### src/rtl/seq_mult_8x8.sv
// seq_mult_8x8: 8x8 unsigned shift-and-add multiplier, one lookahead-adder pass per cycle.
// AheadAdder_module is the 8-bit two-group carry-lookahead adder the multiplier iterates on.
module AheadAdder_module (
   input  logic [7:0] a,
   input  logic [7:0] b,
   input  logic       c0,
   output logic [7:0] f,
   output logic       c8
);
   logic [7:0] g;
   logic [7:0] p;
   logic [8:0] c;
   assign g    = a & b;
   assign p    = a ^ b;
   assign c[0] = c0;
   genvar n;
   for (n = 0; n < 2; n++) begin : grp
      localparam int lo = 4 * n;
      assign c[lo+1] = g[lo] | (p[lo] & c[lo]);
      assign c[lo+2] = g[lo+1] | (p[lo+1] & g[lo]) | (p[lo+1] & p[lo] & c[lo]);
      assign c[lo+3] = g[lo+2] | (p[lo+2] & g[lo+1]) | (p[lo+2] & p[lo+1] & g[lo])
                     | (p[lo+2] & p[lo+1] & p[lo] & c[lo]);
      assign c[lo+4] = g[lo+3] | (p[lo+3] & g[lo+2]) | (p[lo+3] & p[lo+2] & g[lo+1])
                     | (p[lo+3] & p[lo+2] & p[lo+1] & g[lo])
                     | (p[lo+3] & p[lo+2] & p[lo+1] & p[lo] & c[lo]);
   end
   assign f  = p ^ c[7:0];
   assign c8 = c[8];
endmodule

module seq_mult_8x8 #(
   parameter int WIDTH = 8
) (
   input  logic               clk,
   input  logic               rst,
   input  logic               start,
   input  logic [WIDTH-1:0]   multiplicand,
   input  logic [WIDTH-1:0]   multiplier,
   output logic               busy,
   output logic               done,
   output logic [2*WIDTH-1:0] product
);
   typedef enum logic [1:0] {IDLE, CALC, DONE} state_t;
   state_t     state, state_next;
   logic [7:0] a_reg, q_reg, m_reg, f;
   logic [2:0] cnt;
   logic       c8;
   AheadAdder_module u_add (
      .a (a_reg),
      .b (q_reg[0] ? m_reg : 8'h00),
      .c0(1'b0),
      .f (f),
      .c8(c8)
   );
   always_ff @(posedge clk)
      state <= rst ? IDLE : state_next;
   always_comb begin
      state_next = state;
      case (state)
         IDLE:    if (start) state_next = CALC;
         CALC:    if (cnt == 3'd7) state_next = DONE;
         default: state_next = IDLE;
      endcase
   end
   // The adder carry becomes A[7] after the shift, so it is never lost.
   always_ff @(posedge clk) begin
      if (rst) begin
         a_reg   <= '0;
         q_reg   <= '0;
         m_reg   <= '0;
         cnt     <= '0;
         product <= '0;
      end else if (state == IDLE && start) begin
         m_reg <= multiplicand;
         q_reg <= multiplier;
         a_reg <= '0;
         cnt   <= '0;
      end else if (state == CALC) begin
         a_reg <= {c8, f[7:1]};
         q_reg <= {f[0], q_reg[7:1]};
         cnt   <= cnt + 3'd1;
         if (cnt == 3'd7) product <= {c8, f, q_reg[7:1]};
      end
   end
   assign busy = state != IDLE;
   assign done = state == DONE;
endmodule

### config.mk
export PLATFORM = sky130hd
export DESIGN_NAME = seq_mult_8x8
export DESIGN_NICKNAME = d
export VERILOG_FILES = /design/src/rtl/seq_mult_8x8.sv
export SDC_FILE = /design/constraint.sdc
export NUM_CORES = 1
export LEC_CHECK = 0
export ABC_AREA = 1
export CORE_ASPECT_RATIO = 0.8
export CORE_UTILIZATION = 59
export CTS_BUF_LIST = sky130_fd_sc_hd__clkbuf_4
export CTS_CLUSTER_SIZE = 10
export DETAILED_ROUTE_END_ITERATION = 16
export GPL_TIMING_DRIVEN = 0
export PLACE_DENSITY_LB_ADDON = 0.12
export SYNTH_ARGS = -nofsm -noshare
export SYNTH_HDL_FRONTEND = slang
export SYNTH_HIERARCHICAL = 1
export SYNTH_SLANG_ARGS = --single-unit
### constraint.sdc
create_clock -name clk -period 4.4 [get_ports clk]
set_input_delay 1.1 -clock clk [delete_from_list [all_inputs] [get_ports clk]]
set_output_delay 1.1 -clock clk [all_outputs]
set_load 0.01 [all_outputs]
## After elaboration in Yosys (flattened, before gate mapping)

Index checks and enable logic that the tools add are counted.

| storage, ports and cells | value |
|---|---|
| register bits after elaboration | 45 |
| input port bits | 19 |

| operators by class | value |
|---|---|
| equal/unequal tests | 5 |
| add/subtract/negate cells | 1 |
| bitwise operators | 45 |
| multiplexer cells | 6 |
| reductions and logical operators | 7 |

Operator list:

| cell | number |
|---|---|
| bitwise AND 1 bit | 25 |
| two-way mux 8 bit | 3 |
| OR 1 bit | 16 |
| XOR 8 bit | 2 |
| bitwise AND 8 bit | 1 |
| two-way mux 2 bit | 2 |
| case mux 2 bit (2 select lines) | 1 |
| nonzero test 2 bit | 2 |
| adder 3 x 1 -> 3 bit, second input constant | 1 |
| == test 3 bit, second input constant | 1 |
| AND reduction 3 bit | 1 |
| == test 2 x 1 -> 1 bit, second input constant | 1 |
| == test 2 bit, second input constant | 1 |
| logical NOT 2 bit | 1 |
| != test 2 x 1 -> 1 bit, second input constant | 1 |
| != test 2 bit, second input constant | 1 |
| AND reduction 2 bit | 1 |
| OR reduction 2 bit | 1 |
| logical AND 1 bit | 1 |
| inverter 1 bit | 1 |

## Depth between registers and ports, before layout

Gate-level depths: netlist (run 1).

| logic depth | value |
|---|---|
| depth after elaboration | 11 |
| depth in mapped cells | 14 |
| gate-level depth less buffers | 13 |

## Modules after synthesis

The synthesis (run 1) kept the hierarchy.

Modules (own cells, without submodules):

| module | area an instance (um^2) | times used | cells an instance |
|---|---|---|---|
| seq_mult_8x8 | 1831.8 | 1 | 253 |
| AheadAdder_module | 347.8 | 1 | 53 |

## Worst setup path before layout (run 1)

OpenSTA, ideal clock, no wires.

| path | value |
|---|---|
| kind | register to register |
| from | register q_reg[0] |
| to | register a_reg[4] |
| data required time | 4330 ps |
| stages on the path, launching flop included | 13 |
| arrival time | 1868 ps |
| path buffers | 1 |
| slack | 2462 ps |
| period minus slack after synthesis | 1938 ps |
| path through | dfxtp_1 -> clkbuf_1 -> nand2_1 -> inv_1 -> ha_1 -> nand2_1 -> clkinv_1 -> nand3_2 -> nand2_2 -> fa_1 -> xor2_1 -> nand2_1 -> a21oi_1 |

| on the way | value |
|---|---|
| word-level cells in the longest chain between the ends | 9 |

RTL lines:

| what | line | text |
|---|---|---|
| start, declared | 45 | `logic [7:0] a_reg, q_reg, m_reg, f;` |
| start signal, assigned | 75 | `q_reg <= multiplier;` |
| start signal, assigned | 80 | `q_reg <= {f[0], q_reg[7:1]};` |
| two-way mux 8 bit * | 50 | `.b (q_reg[0] ? m_reg : 8'h00),` |
| XOR 8 bit / bitwise AND 8 bit (equally long branches) | 14, 13 |  |
| bitwise AND 1 bit (on tied branches) | 23, 24 |  |
| OR 1 bit, or another cell as far along | 23 | `assign c[lo+4] = g[lo+3] \| (p[lo+3] & g[lo+2]) \| (p[lo+3] & p[lo+2] & g[lo+1])` |
| OR 1 bit / bitwise AND 1 bit (equally long branches) | 23, 24 |  |
| OR 1 bit | 24 | `\| (p[lo+3] & p[lo+2] & p[lo+1] & g[lo])` |
| bitwise AND 1 bit | 19 | `assign c[lo+1] = g[lo] \| (p[lo] & c[lo]);` |
| OR 1 bit | 19 |  |
| XOR 8 bit * | 27 | `assign f = p ^ c[7:0];` |
| named net f[5] | 45 |  |
| end signal, assigned | 79 | `a_reg <= {c8, f[7:1]};` |
| end, declared | 45 |  |

Mark *: on every way through the listed nets, which the timed path passes. The rest lies on a longest branch.
A chain may end at the register's enable or synchronous reset.

## Worst setup path after layout (run 1)

| path | value |
|---|---|
| from | register state[1] |
| to | output port done |

| on the way | value |
|---|---|
| word-level cells in the longest chain between the ends | 1 |

RTL lines:

| what | line | text |
|---|---|---|
| start, declared | 44 | `state_t state, state_next;` |
| start signal, assigned | 56 | `state <= rst ? IDLE : state_next;` |
| == test 2 bit | 86 | `assign done = state == DONE;` |
| end, declared | 40 | `output logic done,` |

No other way between the ends.

==> summary.txt, run 1 <==
Status: finished, final reports clean
Post-place setup slack: 2.08 ns
Post-Syn Area per Cell: 7.12 sq um
Later-pin clock latency in the skew report: 0.36 ns
Detailed Route WL: 4470 um
Multiplexer share of the synthesized area: 0
Largest net degree at the start of global routing: 15
Starting Density: 0.628
GPL Wtd Cong: 0.879
Fin area: 2660 sq um
Antenna viol nets, final: 0
Maximum vdd drop: 0.234 mV
CTS H-tree lvls: 2
Startpoint Class: register
Top cell type's share of synthesized area: 0.413
Post-synth cell types: 25
Row cnt: 19
Crit path time final: 2.73 ns
Hold_sp: product[11]
CTS root buffer: clkbuf_4
Area delta synth->final: 22.0%
Fmax: 366 MHz
Ys Warns: 6
Largest family of logic cells by synthesized area: simple AND/OR/NAND/NOR gates
1st-pass router iterations: 4
Total clock sinks: 45
IO Pins: 37
Post-synthesis cell count: 306
Max Transition Viols Final: 0
Total Routing Usage GR: 0.253
Top reg by flops: product
CTS tree: yes
Max reg flops: 16
CP Data Required Time: 3.30 ns
WL per Instance: 11.4 um
Simple-gate area share of the yosys netlist: 0.332
Clock-pin slew on the worst setup and hold paths: 0.13 ns
LEAKAGE: 1.34 nW
First-pass GRT wire length: 7850 um
Compound-gate portion of the synthesized area: 0.0769
Synth Area in XOR/XNOR: 0.0161
IO Port Bufs: 34
Die area: 3940 sq um
Synth area leaders: dfxtp_1, nand2_1, nand3_1, ha_1, nor2_1
DP HPWL: 3430 um
Crit path max fanout: 9
Flop2flop setup slack: 2.16 ns
Initial antenna violation count: 0
Adder-cell share of the synthesized area: 0.0758
Fin. Hold Viols: 0
Arr. time, crit path: 1.63 ns
Pwr/cell area: 293 nW/um^2
Post-Syn Area: 2180 sq um
Post-DP Area: 2580 sq um
Reg2reg path depth: 12
Number of DRC markers in iteration 0: 136
Final setup fails: 0
Global route overflow: 0
Final Hold Slack: 0.477 ns
Final period util: 0.621
Area leader, netlist: dfxtp_1
Power consumption: 0.779 mW
Clock tree buffer depth: 2
Final setup skew: 0.0142 ns
Final worst setup slack: 1.67 ns
Hold crit path type: reg2reg
CP endpoint kind: output port
Max-cap viol count: 0
Nets: 379
FF-to-FF Start: q_reg[0]
Post-route setup TNS: 0 ns
Vias per cell: 5.08
Hold_buf cts: 0
Total CTS buffers: 5
Vias in the first global route: 1838
Placeable Area: 3470 sq um
ANT cells: 0
Cts repair resizes: 0
Layout cell share with drive strength beyond 1: 0.0946
Die height: 56.4 um
Buffer count from post-CTS setup fixing: 0
Seq/Total Area, Yosys: 0.413
Vias: 1987
Hold Crit Depth: 2
WHS Endpoint: product[11]
WS Path Type: reg2out
Unrepaired setup endpoints after global routing: false
Die X: 70.0 um
Worst R2R End: a_reg[4]
#FFs+latches synth: 45
DRC: 0
[Yosys cell counts, drive strengths merged]
master and n:
xor2 4, dfxtp 45, a21o 1, conb 1, ha 10, o21a 1
nand3 34, a21oi 20, o21ai 9, buf 9, clkbuf 3, nor2 28
inv 28, clkinv 2, fa 2, nand2 108, and2 1
[routing by layer]
layer / up-vias / track usage / share of wire / routed length, um
met3: 9 / 0.0575 / 0.055 / 246
met2: 64 / 0.382 / 0.42 / 1880
met5: - / 0 / 0 / 0
li1: 1040 / - / - / -
met4: 0 / 0.0971 / 0.017 / 76
met1: 874 / 0.354 / 0.51 / 2270
[worst max-delay path, cell delays in order (launching register included)]
cell and delay, ns:
dfxtp_1 0.49, inv_2 0.14, nor2_1 0.11, clkdlybuf4s50_1 0.53
[cells by family after synthesis]
family,count (synthesis)
AOI/OAI and AO/OA,31
buffers and inverters,42
xor gates and xnor gates,4
adders and majority gates,12
DFF,45
and+or+nand+nor,171
other,1
[worst max-delay path by stage]
| stage | slack, ns | to | startpoint | cells past startpoint |
|---|---|---|---|---|
| after floorplan | 2.46 | a_reg[4] | q_reg[0] | 12 |
| after global placement | 2.08 | done | state[1] | 3 |
| after detailed placement | 2.08 | done | state[1] | 3 |
| after CTS | 1.65 | done | state[1] | 3 |
| after global routing | 1.56 | done | state[1] | 3 |
| final | 1.67 | done | state[1] | 3 |
[layout by cell type, fill, tap and decap left out, types with 2 or more instances in the layout]
master and n:
a21oi_1 19, buf_2 7, buf_6 2, clkbuf_1 3
clkbuf_4 6, clkdlybuf4s50_1 34, conb_1 2, dfxtp_1 45
fa_1 2, ha_1 10, inv_1 24, inv_2 4
nand2_1 103, nand2_2 5, nand3_1 32, nand3_2 2
nor2_1 26, nor2_4 2, o21ai_0 8, xor2_1 4
[metrics by stage]
stage,util,instances
global route,0.766,391
floorplan,-,307
CTS,0.766,391
finish,0.766,391
detailed placement,0.742,383
global placement,0.742,383
[cell type report]
cell class	count	area, sq um
clock buffer	6	45.0
fill	297	811
timing repair buffer	34	340
tap	42	52.6
multi-input combinational	220	1100
buffer	12	68.8
sequential	45	901
inverter	30	114
clock inverter	2	38.8
[power breakdown]
group / internal [mW] / switching, mW
Clock: 0.127 / 0.130
Sequential: 0.422 / 0.0105
Combinational: 0.0382 / 0.0521
Total: 0.587 / 0.193
Note: power is estimated with default switching activity, not from simulation.
==> inputs of run 2 (changes only) <==
CORE_UTILIZATION = 49   (was 59)
clock period = 2.5 ns   (was 4.4 ns; I/O delays follow)
==> run 2 against run 1 <==
Against the previous run: critical path depth did not move; hold slack improved by 0.0016 ns; cell area up 0.71%; first-iteration DRC count fell by 38%; via count is 2.3% lower; non-clock buffer count did not move; largest power group unchanged; clock-buffer cell count stayed put; total power increased by 77%; die area increased by 20%; combinational power is 75% higher; critical endpoint unchanged; clock power increased by 79%.
==> summary.txt, run 2 (same netlist as run 1, synthesis figures left out) <==
Status: finished, final reports clean
Fin. Hold Viols: 0
End of the critical path: done
Maximum vdd drop: 0.381 mV
Die height: 61.7 um
Power consumption: 1.38 mW
Hold_buf cts: 0
DP HPWL: 3380 um
Register area: 901 sq um
Vias in the first global route: 1531
Worst path slowest cell: clkdlybuf4s50_1
Buffer count from post-CTS setup fixing: 0
LEAKAGE: 1.34 nW
Flop2flop setup slack: 0.32 ns
Pwr/cell area: 514 nW/um^2
WL per Instance: 10.9 um
CTS tree: yes
Post-route setup TNS: 0 ns
Critical path startpoint: state[1]
Crit-path cells: inv_2, nor2_1, clkdlybuf4s50_1
First-pass GRT wire length: 7200 um
Final Hold Slack: 0.478 ns
Max Transition Viols Final: 0
Unrepaired setup endpoints after global routing: false
Clock-pin slew on the worst setup and hold paths: 0.14 ns
DRC: 0
Nets: 379
Final setup skew: 0.0178 ns
IO Pins: 37
Hold crit path type: reg2reg
CP Data Required Time: 1.88 ns
Total clock sinks: 45
FF-to-FF Start: q_reg[0]
CTS H-tree lvls: 2
CTS root buffer: clkbuf_4
Vias: 1941
Crit path time final: 2.25 ns
Commonest non-fill, non-tap cell in the layout: nand2_1
Placeable Area: 4230 sq um
Crit path max fanout: 9
1st-pass router iterations: 4
Relative slew slack: 0.663
Multi-input gate area: 1100 sq um
Worst R2R End: a_reg[4]
Later-pin clock latency in the skew report: 0.35 ns
Area delta synth->final: 22.9%
Reg2reg path depth: 12
Startpoint Class: register
Fillers: 409
Global route overflow: 0
Initial antenna violation count: 0
Die X: 76.6 um
Total CTS buffers: 5
Slowest stage delay, CP: 0.54 ns
Max-cap viol count: 0
Final setup fails: 0
Starting Density: 0.515
Largest net degree at the start of global routing: 15
Arr. time, crit path: 1.62 ns
Die area: 4720 sq um
Total Routing Usage GR: 0.200
Placed cells: 398
Max reg flops: 16
Finished Layout Cells: 406
CP endpoint kind: output port
GPL Wtd Cong: 0.791
Row cnt: 21
Layout cell share with drive strength beyond 1: 0.0946
ANT cells: 0
Final period util: 0.899
Clock tree buffer depth: 2
Worst Max-Slew Pin Slew: 0.505 ns
Antenna viol nets, final: 0
Detailed Route WL: 4440 um
IO Port Bufs: 34
Fmax: 445 MHz
Cts repair resizes: 0
Top reg by flops: product
Most frequent cells in the layout: nand2_1, dfxtp_1, clkdlybuf4s50_1
WS Path Type: reg2out
Number of DRC markers in iteration 0: 84
Vias per cell: 4.78
-- run 2: cell counts in the layout (fill, tap and decap cells not counted) --
Identical to the previous run, type by type.
-- run 2: final cells by class --
cell class                 instances  area share
inverter                          30      0.0425
clock buffer                       6      0.0168
multi-input combinational        220       0.411
timing repair buffer              34       0.127
tap                               57      0.0266
sequential                        45       0.336
buffer                            12      0.0257
clock inverter                     2      0.0145
-- run 2: stage by stage --
stage | area [sq um] | util | setup slack (ns)
floorplan | 2180 | - | 0.562
global placement | 2590 | 0.613 | 0.359
detailed placement | 2590 | 0.613 | 0.327
CTS | 2680 | 0.633 | 0.240
global route | 2680 | 0.633 | 0.0878
finish | 2680 | 0.633 | 0.252
-- run 2: how the worst min path moves through the flow --
stage	from	end	cells after the start
after detailed placement	product[9]	product[9]	2
after global routing	product[0]	product[0]	2
after global placement	product[9]	product[9]	2
final	product[9]	product[9]	2
after CTS	product[9]	product[9]	2
after floorplan	q_reg[7]	product[6]	2
-- run 2: critical path, delay by kind of cell (launching register included) --
kind          cells  cell delay [ns]
buf+inv           2             0.68
flops             1             0.48
simple gates      1             0.11
-- run 2: report_power, final --
| group | switching (mW) | total (mW) | internal [mW] |
|---|---|---|---|
| clock | 0.235 | 0.459 | 0.224 |
| sequential | 0.0182 | 0.760 | 0.742 |
| combinational | 0.0911 | 0.158 | 0.0672 |
-- run 2: routing by layer --
metal	vias to the layer above	part of all wire	GRT usage	wire length [um]
li1	1040	-	-	-
met1	842	0.53	0.299	2340
met2	55	0.40	0.292	1770
met3	4	0.068	0.0459	303
met4	0	0.0061	0.0412	27
met5	-	0	0	0
==> inputs of run 3 (changes only) <==
RECOVER_POWER = 50   (was unset)
==> run 3 against run 2 <==
Against the previous run: cell area shrank 1.1%; combinational power shrank 4%; first-iteration DRC count grew 56%; clock power is essentially flat; critical path type unchanged; critical endpoint unchanged.
==> summary.txt, run 3 (same netlist as run 1, synthesis figures left out) <==
Status: finished, final reports clean
Max Transition Viols Final: 0
WL per Instance: 11.0 um
Nets: 379
Worst Max-Slew Pin Slew: 0.879 ns
Post-place setup slack: 0.327 ns
Clock tree buffer depth: 2
Fin area: 2650 sq um
GR Util met3: 0.0459
First-pass GRT wire length: 7200 um
Buffer count from post-CTS setup fixing: 0
Placeable Area: 4230 sq um
CP endpoint kind: output port
Worst path slowest cell: clkdlybuf4s50_1
Initial antenna violation count: 0
Max reg flops: 16
Cts repair resizes: 0
Relative slew slack: 0.408
1st-pass router iterations: 4
Pwr/cell area: 517 nW/um^2
Total clock sinks: 45
ANT cells: 0
WS Path Type: reg2out
GPL Wtd Cong: 0.791
Commonest non-fill, non-tap cell in the layout: nand2_1
Hold crit path type: reg2reg
Final worst setup slack: 0.171 ns
Startpoint Class: register
Total internal power: 1.03 mW
Starting Density: 0.515
DRC: 0
Maximum vdd drop: 0.379 mV
Post-DP Area: 2590 sq um
Busiest grt layer: met1
Row cnt: 21
Final period util: 0.931
Hold_buf cts: 0
Met1 Track Usage GR: 0.299
Top reg by flops: product
Global route overflow: 0
Total Routing Usage GR: 0.200
Clock-pin slew on the worst setup and hold paths: 0.14 ns
Max-cap viol count: 0
Vias per cell: 4.74
Antenna viol nets, final: 0
CTS tree: yes
Die height: 61.7 um
Fmax: 429 MHz
Flop2flop setup slack: 0.30 ns
IO Pins: 37
Total CTS buffers: 5
Comb pwr share: 0.111
Detailed Route WL: 4480 um
CTS H-tree lvls: 2
IO Port Bufs: 34
DP HPWL: 3380 um
Slowest stage delay, CP: 0.49 ns
Crit path time final: 2.33 ns
Final Core Density: 0.626
Die X: 76.6 um
Area delta synth->final: 21.6%
Vias: 1925
Largest net degree at the start of global routing: 15
Later-pin clock latency in the skew report: 0.35 ns
Layout cell share with drive strength beyond 1: 0.0659
Final setup fails: 0
Clock power frac: 0.334
Most frequent cells in the layout: nand2_1, dfxtp_1, clkdlybuf4s50_1
CTS root buffer: clkbuf_4
Fin. Hold Viols: 0
GRT met2 Usage: 0.292
CP Data Required Time: 1.88 ns
LEAKAGE: 1.32 nW
Net load switching power: 0.340 mW
Vias in the first global route: 1531
Final setup skew: 0.0175 ns
Unrepaired setup endpoints after global routing: false
Crit-path cells: clkbuf_1, nor2_1, clkdlybuf4s50_1
Switching portion of total power: 0.249
Die area: 4720 sq um
Post-route setup TNS: 0 ns
Number of DRC markers in iteration 0: 131
Flop pwr share: 0.555
Crit path max fanout: 10
Final Hold Slack: 0.479 ns
Arr. time, crit path: 1.70 ns
==> run 3: cell types whose count changed in the layout (fill, tap and decap cells not counted), sizes merged <==
| cell | before | now |
|---|---|---|
| buf | 9 | 4 |
| clkbuf | 9 | 14 |
| clkinv | 3 | 4 |
| inv | 28 | 27 |
==> run 3: path summary, 6_finish.rpt <==
path              startpoint  endpoint  cells past startpoint
hold / removal      a_reg[1]  a_reg[1]                      2
setup / recovery    state[0]      done                      3
setup reg to reg    q_reg[0]  a_reg[4]                     12
hold reg to reg     a_reg[1]  a_reg[1]                      2
==> run 3: worst max-delay path, delay by kind of cell (launching register included) <==
| family | cells | cell delay (ns) |
|---|---|---|
| buffers and inverters | 2 | 0.86 |
| DFF | 1 | 0.40 |
| and+or+nand+nor | 1 | 0.10 |
==> run 3: power groups by stage <==
stage	registers, mW	logic (mW)	clock network (mW)
6_report	0.760	0.152	0.458
5_1_grt	0.763	0.172	0.494
4_1_cts	0.760	0.159	0.465
3_5_place_dp	0.776	0.158	0
3_3_place_gp	0.776	0.156	0
2_1_floorplan	0.770	0.105	0
==> run 3: area by class of cell <==
class                           instances  area, sq um
Tap cell                               57         71.3
Fill cell                             417         1580
Timing Repair Buffer                   34          340
Multi-Input combinational cell        220         1080
Clock buffer                            6         45.0
Clock inverter                          2         38.8
Buffer                                 12         56.3
Sequential cell                        45          901
Inverter                               30          114
==> run 3: stage by stage <==
stage | total power [mW] | cells
2_1_floorplan | 0.875 | 307
3_3_place_gp | 0.931 | 398
3_5_place_dp | 0.934 | 398
4_1_cts | 1.38 | 406
5_1_grt | 1.43 | 406
6_report | 1.37 | 406
==> run 3: layer usage <==
metal  wire (um)  share of wire
met1        2420           0.54
met2        1760           0.39
met3         284          0.063
met4          24         0.0054
met5           0              0
